==> src/rtl/counter_pkg.sv <==
// Shared direction and mode definitions for counter blocks.
package counter_pkg;

    typedef enum logic {
        CNT_DOWN = 1'b0,
        CNT_UP   = 1'b1
    } cnt_dir_e;

    localparam bit MODE_WRAP = 1'b0;
    localparam bit MODE_SAT  = 1'b1;

endpackage : counter_pkg

==> src/rtl/counter_flags.sv <==
// Sticky overflow/underflow flags; a set in the same cycle as a clear wins.
module counter_flags (
    input  logic clk,
    input  logic reset,
    input  logic clr,
    input  logic set_ovf,
    input  logic set_unf,
    output logic ovf,
    output logic unf
);

    always_ff @(posedge clk) begin
        if (!reset) begin
            ovf <= 1'b0;
            unf <= 1'b0;
        end else begin
            if (set_ovf) begin
                ovf <= 1'b1;
            end else if (clr) begin
                ovf <= 1'b0;
            end

            if (set_unf) begin
                unf <= 1'b1;
            end else if (clr) begin
                unf <= 1'b0;
            end
        end
    end

endmodule : counter_flags

==> src/rtl/updown_counter_mod.sv <==
// Up/down counter over 0..MAX_VAL with wrap or saturate at the limits,
// clamped synchronous load, terminal-count pulse and sticky ovf/unf flags.
module updown_counter_mod
    import counter_pkg::*;
#(
    parameter int WIDTH    = 4,
    parameter int MAX_VAL  = (1 << WIDTH) - 1,
    parameter bit SATURATE = MODE_WRAP
) (
    input  logic             clk,
    input  logic             reset,
    input  logic             en,
    input  logic             up_down,
    input  logic             load,
    input  logic [WIDTH-1:0] load_val,
    input  logic             clr_flags,
    output logic [WIDTH-1:0] count,
    output logic             at_max,
    output logic             at_min,
    output logic             tc,
    output logic             ovf,
    output logic             unf
);

    if (WIDTH < 2 || MAX_VAL == 0 ||
        longint'(MAX_VAL) > ((longint'(1) << WIDTH) - 1)) begin : g_bad_params
        $fatal(1, "updown_counter_mod: illegal WIDTH/MAX_VAL combination");
    end

    localparam logic [WIDTH-1:0] MAX_V = WIDTH'(MAX_VAL);

    cnt_dir_e         dir;
    logic [WIDTH-1:0] load_clamped;
    logic [WIDTH-1:0] count_next;
    logic             tc_next;
    logic             set_ovf;
    logic             set_unf;

    assign dir          = cnt_dir_e'(up_down);
    assign at_max       = (count == MAX_V);
    assign at_min       = (count == '0);
    // Clamping on load keeps count within 0..MAX_VAL at all times.
    assign load_clamped = (load_val > MAX_V) ? MAX_V : load_val;

    always_comb begin
        count_next = count;
        tc_next    = 1'b0;
        set_ovf    = 1'b0;
        set_unf    = 1'b0;
        if (load) begin
            count_next = load_clamped;
        end else if (en) begin
            if (dir == CNT_UP) begin
                if (at_max) begin
                    count_next = (SATURATE == MODE_SAT) ? MAX_V : '0;
                    tc_next    = 1'b1;
                    set_ovf    = 1'b1;
                end else begin
                    count_next = count + 1'b1;
                end
            end else begin
                if (at_min) begin
                    count_next = (SATURATE == MODE_SAT) ? '0 : MAX_V;
                    tc_next    = 1'b1;
                    set_unf    = 1'b1;
                end else begin
                    count_next = count - 1'b1;
                end
            end
        end
    end

    always_ff @(posedge clk) begin
        if (!reset) begin
            count <= '0;
            tc    <= 1'b0;
        end else begin
            count <= count_next;
            tc    <= tc_next;
        end
    end

    counter_flags u_flags (
        .clk     (clk),
        .reset   (reset),
        .clr     (clr_flags),
        .set_ovf (set_ovf),
        .set_unf (set_unf),
        .ovf     (ovf),
        .unf     (unf)
    );

endmodule : updown_counter_mod

==> config.mk <==
export PLATFORM = sky130hd
export DESIGN_NAME = updown_counter_mod
export DESIGN_NICKNAME = d
export VERILOG_FILES = /design/src/rtl/counter_pkg.sv /design/src/rtl/counter_flags.sv /design/src/rtl/updown_counter_mod.sv
export SDC_FILE = /design/constraint.sdc
export NUM_CORES = 1
export LEC_CHECK = 0
export BUFFER_PORTS_ARGS = -buffer_cell sky130_fd_sc_hd__buf_2
export CAP_MARGIN = 10
export CORE_AREA = 2 2 39 41
export CTS_CLUSTER_DIAMETER = 150
export DETAILED_ROUTE_END_ITERATION = 8
export DIE_AREA = 0 0 41 43
export GPL_TIMING_DRIVEN = 0
export SLEW_MARGIN = 20
export SYNTH_ARGS = -nofsm -noshare
export SYNTH_HDL_FRONTEND = slang
export SYNTH_SLANG_ARGS = --single-unit
==> constraint.sdc <==
create_clock -name clk -period 1.6 [get_ports clk]
set_input_delay 0.24 -clock clk [delete_from_list [all_inputs] [get_ports clk]]
set_output_delay 0.24 -clock clk [all_outputs]
set_load 0.03 [all_outputs]
==> results of run 1 <==
[final timing paths]
check                                         startpoint                        to  depth (start not counted)
worst min-delay path                         load_val[0]     count[0]$_SDFFE_PN0P_                          2
worst min register to register  u_flags.unf$_SDFFE_PN0P_  u_flags.unf$_SDFFE_PN0P_                          2
worst max-delay path               count[0]$_SDFFE_PN0P_     count[3]$_SDFFE_PN0P_                          6
worst max register to register     count[0]$_SDFFE_PN0P_     count[3]$_SDFFE_PN0P_                          6
[metal layers]
metal / GRT usage [%] / vias to the layer above / part of all wire [%] / wire (um)
li1: - / 243 / - / -
met1: 20.4 / 190 / 44 / 479
met2: 18.4 / 22 / 45 / 488
met3: 4.71 / 4 / 7.7 / 84
met4: 10.0 / 0 / 2.9 / 31
met5: 0 / - / 0 / 0
[cell usage after synthesis, types with 2 or more instances]
library cell	instances	area (um2)
a21oi_1	3	15.0
and2_1	3	18.8
dfxtp_1	7	140
ha_1	2	25.0
inv_1	5	18.8
nand2_1	3	11.3
nor2b_1	5	31.3
o21a_1	2	15.0
o21ai_0	3	15.0
o21ai_1	3	15.0
xnor2_1	2	17.5
[cell families (layout without fill, tap and decap cells)]
| group | count (synthesis) | after routing | synth area share [%] |
|---|---|---|---|
| flops | 7 | 7 | 30.4 |
| fa+ha+maj | 2 | 2 | 5.42 |
| xor+xnor | 3 | 3 | 5.69 |
| simple gates | 19 | 19 | 25.2 |
| compound gates | 17 | 17 | 23.6 |
| buf+inv | 7 | 29 | 7.59 |
| mux | 1 | 1 | 2.17 |
[sequential cells by signal, indices dropped and copies added (netlist names)]
signal,flops
u_flags.unf,1
u_flags.ovf,1
tc,1
count,4
[cells in the final DEF, fill, tap and decap left out, drive strengths merged, types with 2 or more instances in the layout]
master / Yosys / layout
buf: 2 / 20
dfxtp: 7 / 7
o21ai: 6 / 6
inv: 5 / 5
nor2b: 5 / 5
clkbuf: 0 / 4
and2: 3 / 3
nand2: 3 / 3
a21oi: 3 / 3
xnor2: 2 / 2
o21a: 2 / 2
ha: 2 / 2
and3: 2 / 2
[worst max-delay path, stage by stage (launching register included)]
cell and delay [ns]:
dfxtp_2 0.40, inv_1 0.06, ha_1 0.21, or3b_1 0.16, a21oi_1 0.08, a2111oi_2 0.38
o21ai_1 0.11
[area by class of cell]
| type | count | area share [%] |
|---|---|---|
| plain buffers | 2 | 2.69 |
| clock buffers | 4 | 4.34 |
| inverters | 5 | 3.10 |
| multi-input cells | 42 | 48.1 |
| flip-flops and latches | 7 | 23.6 |
| well taps | 16 | 3.31 |
| repair buffers | 18 | 14.9 |
[repair_timing]
item	CTS	global route
resized for setup	0	2
setup buffers	0	0
endpoints found under the hold margin	0	0
endpoints found under the setup margin	0	3
[through the flow]
stage / util (%) / total power [mW] / setup slack, ns
floorplan: - / 0.300 / 0.0135
global route: 43.8 / 0.557 / -0.0260
global placement: 41.4 / 0.343 / 0.103
finish: 43.8 / 0.513 / 0.0764
detailed placement: 41.4 / 0.346 / 0.0382
CTS: 43.3 / 0.516 / 0.0218
[where the power goes]
part	internal [mW]	switching, mW
Clock	0.0955	0.0702
Combinational	0.0638	0.0869
Sequential	0.186	0.0109
Total	0.345	0.168
==> impl_metrics.toml, run 1 <==
[sta]
relSlewSlack_pct = 78.6
setup_viol = 0
fin_skew_ns = 0.00635
finalSetupTns_ns = 0
period_needed_ns = 1.52
hold_violations = 0
fin_worst_hold_slack_ns = 0.203
max_freq_mhz = 656
tightest_slew_ns = 0.320
finalCritPeriodShare_pct = 95.2
finalMaxSlewViolations = 0

[logic_synthesis]
yosysUniqueCellTypes = 29
synth-async-reset-ratio_pct = 0
synth.cell_area_um2 = 462
syn_avg_cell_area_um2 = 8.24
seq_area_frac_synth_pct = 30.4
synth_seq_cells = 7
synth-edff-count = 0
yosys_warnings = 0
syn_inst = 56
synth_flop_cell = "dfxtp_1"
synth_nets = 68

[grt]
grt-ovfl-total = 0
grt_use_total_pct = 14.7
antenna_found_initial = 0
first_global_vias = 388
grt_max_degree = 11
grt_pass1_wl_um = 1710

[clock_tree]
cts.path.max_buffers = 2
clkTransAtPathRegs_ns = 0.06
cts_hold_buf = 0
cts_tree = "yes"
cts_max_level = 1
cts.sinks = 7
numCtsBuffers = 3
clk_latency_ns = 0.26
root_buffer = "clkbuf_4"

[drt]
first_pass_iters = 4
route.detailed.drc = 0
wl_um = 1080
vias = 459
post_drt_wl_per_cell_um = 11.5
vias_per_cell = 4.88
drt_iter0_drc = 8
postRouteAntennaNets = 0

[worst_setup_path]
worst_setup_path_start_kind = "flip-flop"
crit_type = "flip-flop to flip-flop"
required_ns = 1.74
worst-r2r-setup-slack_ns = 0.08
path_max_fanout = 8
arrival_ns = 1.66
crit_path_end_kind = "flip-flop"

[layout]
fillers = 146
nets = 91
n_antenna_cell = 0
seq_area_um2 = 143
drive_above_1_share_pct = 34.6
multi_input_area_um2 = 292
stdcell_area_um2 = 606
fin_cells = 94
areaGrowthSynthToFinish_pct = 31.2

[place]
dp.cells = 90
dpl_cell_area_um2 = 573
numPortBuffers = 18
dp_hpwl_um = 806
place_congestion = 0.719

[worst_hold_path]
hold_class = "input pin to flip-flop"

[floorplan]
fp.dieW_um = 41
initial_core_util_pct = 33.4
core_region_area_um2 = 1380
dieHeight_um = 43
rows = 14
pin_count = 19
dieArea_um2 = 1760

[run_status]
status = "completed"

[power_and_ir_drop]
p_per_area_nw_per_um2 = 847
ir_worst_vdd_mv = 0.404
leakage_nw = 0.290

[job]
drv_cap = 0
Note: power is estimated with default switching activity, not from simulation.
==> inputs of run 2 (changes only) <==
--- a/config.mk
+++ b/config.mk
@@ -11,6 +11,7 @@
 export CTS_CLUSTER_DIAMETER = 150
 export DETAILED_ROUTE_END_ITERATION = 8
 export DIE_AREA = 0 0 41 43
+export GPL_ROUTABILITY_DRIVEN = 0
 export GPL_TIMING_DRIVEN = 0
 export SLEW_MARGIN = 20
 export SYNTH_ARGS = -nofsm -noshare
==> constraint.sdc (replaced) <==
create_clock -name clk -period 1.6 [get_ports clk]
set_input_delay 0.24 -clock clk [delete_from_list [all_inputs] [get_ports clk]]
set_output_delay 0.24 -clock clk [all_outputs]
set_load 0.01 [all_outputs]
==> run 2 against run 1 <==
  * Cell area shrank 0.83%
  * Fmax rose by 4.3%
  * Cell count did not move
  * Flip-flop and latch count is the same
  * Via count is 3.3% higher
  * Worst setup slack better by 0.062 ns
  * Power down 5.2%
  * Wire length down 4.4%
  * Utilization down 0.36 points
  * Sequential share of layout area rose by 0.20 points
  * Sequential power is essentially flat
  * Count of clock-buffer cells in the layout did not move
==> impl_metrics.toml, run 2 (synthesized netlist as in run 1, its figures left out) <==
[worst_setup_path]
reg2reg_depth = 6
path_buf_inv = 1
worst-r2r-setup-slack_ns = 0.15
worst_setup_path_start_kind = "flip-flop"
path_max_fanout = 8
crit_type = "flip-flop to primary output"
arrival_ns = 1.22
path_delay_family = "flip-flops"
required_ns = 1.36
r2r_end = "count[3]$_SDFFE_PN0P_"
cpPeakStageDelay_ns = 0.36
r2r_start = "count[0]$_SDFFE_PN0P_"
cp_slowest_cell = "dfxtp_2"
crit_path_end_kind = "primary output"
worstPathCellList = "ha_1, and3_2, buf_2"

[layout]
stdcell_area_um2 = 601
top_register = "count"
fin_cells = 94
multi_input_area_um2 = 287
largest_reg_flops = 4
n_antenna_cell = 0
fillers = 154
layout_commonest_cell = "buf_2"
drive_above_1_share_pct = 33.3
final_cell_mix = "buf_2 (19), inv_1 (5), nor2b_1 (5), dfxtp_1 (5)"
nets = 91
seq_area_um2 = 143
areaGrowthSynthToFinish_pct = 30.1
final_util_pct = 43.4

[place]
numPortBuffers = 18
dp_hpwl_um = 777
dp.cells = 90
dpl_cell_area_um2 = 572

[power_and_ir_drop]
leakage_nw = 0.288
power_switching_mw = 0.144
p_per_area_nw_per_um2 = 809
pwr-share-comb_pct = 25.3
ir_worst_vdd_mv = 0.329
power.total_mw = 0.486
power.internal_mw = 0.342
pwr-share-clk_pct = 34.3
p_sw_share_pct = 29.6
p_seq_share_pct = 40.4

[worst_hold_path]
hold_depth = 2
hold_class = "input pin to flip-flop"
hp-start = "load_val[0]"
min_to = "count[0]$_SDFFE_PN0P_"

[drt]
postRouteAntennaNets = 0
wl_um = 1040
route.detailed.drc = 0
post_drt_wl_per_cell_um = 11.0
first_pass_iters = 2
vias = 474
drt_iter0_drc = 1
vias_per_cell = 5.04

[run_status]
status = "completed"

[floorplan]
fp.dieW_um = 41
pin_count = 19
rows = 14
dieArea_um2 = 1760
dieHeight_um = 43
core_region_area_um2 = 1380
initial_core_util_pct = 33.4

[sta]
rsz0062_at_grt = "false"
finalSetupTns_ns = 0
setup_viol = 0
finalCritPeriodShare_pct = 91.3
tightest_slew_ns = 0.319
relSlewSlack_pct = 78.7
finalMaxSlewViolations = 0
hold_violations = 0
period_needed_ns = 1.46
max_freq_mhz = 684
fin_skew_ns = 0.00323

[clock_tree]
cts_max_level = 1
clk_latency_ns = 0.25
numCtsBuffers = 3
cts_hold_buf = 0
ctsResizeCount = 0
cts.sinks = 7
root_buffer = "clkbuf_4"
cts.path.max_buffers = 2
cts_tree = "yes"
clkTransAtPathRegs_ns = 0.06
cts_setup_buffers = 0

[grt]
grt_util_met2_pct = 21.9
grt.met1_usage_pct = 18.4
grt_pass1_wl_um = 1800
first_global_vias = 418
grt-ovfl-total = 0
grt_max_degree = 11
busiest_layer = "met2"
use_met3_pct = 5.24
grt_use_total_pct = 15.0
antenna_found_initial = 0

[job]
drv_cap = 0
==> run 2: cell types whose count changed in the layout (fill, tap and decap cells not counted) <==
cell / before / now
a2111oi_1: 0 / 1
a2111oi_2: 1 / 0
==> run 2: power groups by stage <==
stage	Clock, mW	Sequential (mW)	Combinational, mW
floorplan	0	0.202	0.0762
global placement	0	0.199	0.124
detailed placement	0	0.199	0.124
CTS	0.171	0.195	0.125
global route	0.178	0.198	0.141
finish	0.167	0.196	0.123
==> run 2: stage by stage <==
stage	hold slack [ns]	setup slack (ns)
after floorplan	0.358	0.117
after global placement	0.465	0.0343
after detailed placement	0.466	0.0486
after CTS	0.200	0.0331
after global routing	0.199	0.0133
final	0.203	0.139
==> run 2: worst max path at each step <==
stage	cells past startpoint	from	to
after global placement	6	count[0]$_SDFFE_PN0P_	count[3]$_SDFFE_PN0P_
after global routing	6	count[0]$_SDFFE_PN0P_	count[3]$_SDFFE_PN0P_
final	3	count[0]$_SDFFE_PN0P_	at_max
after CTS	3	count[0]$_SDFFE_PN0P_	at_max
after floorplan	6	count[0]$_SDFFE_PN0P_	count[3]$_SDFFE_PN0P_
after detailed placement	6	count[0]$_SDFFE_PN0P_	count[3]$_SDFFE_PN0P_
==> run 2: layout make-up <==
cell class	instances	area share (%)
inverter	5	3.13
multi-input combinational	42	47.7
buffer	2	2.71
tap	16	3.33
sequential	7	23.8
clock buffer	4	4.38
timing repair buffer	18	15.0
==> run 2: metal layers <==
layer / part of all wire [%] / vias to the layer above
li1: - / 246
met1: 44 / 213
met2: 49 / 10
met3: 4.7 / 5
met4: 2.0 / 0
met5: 0 / -
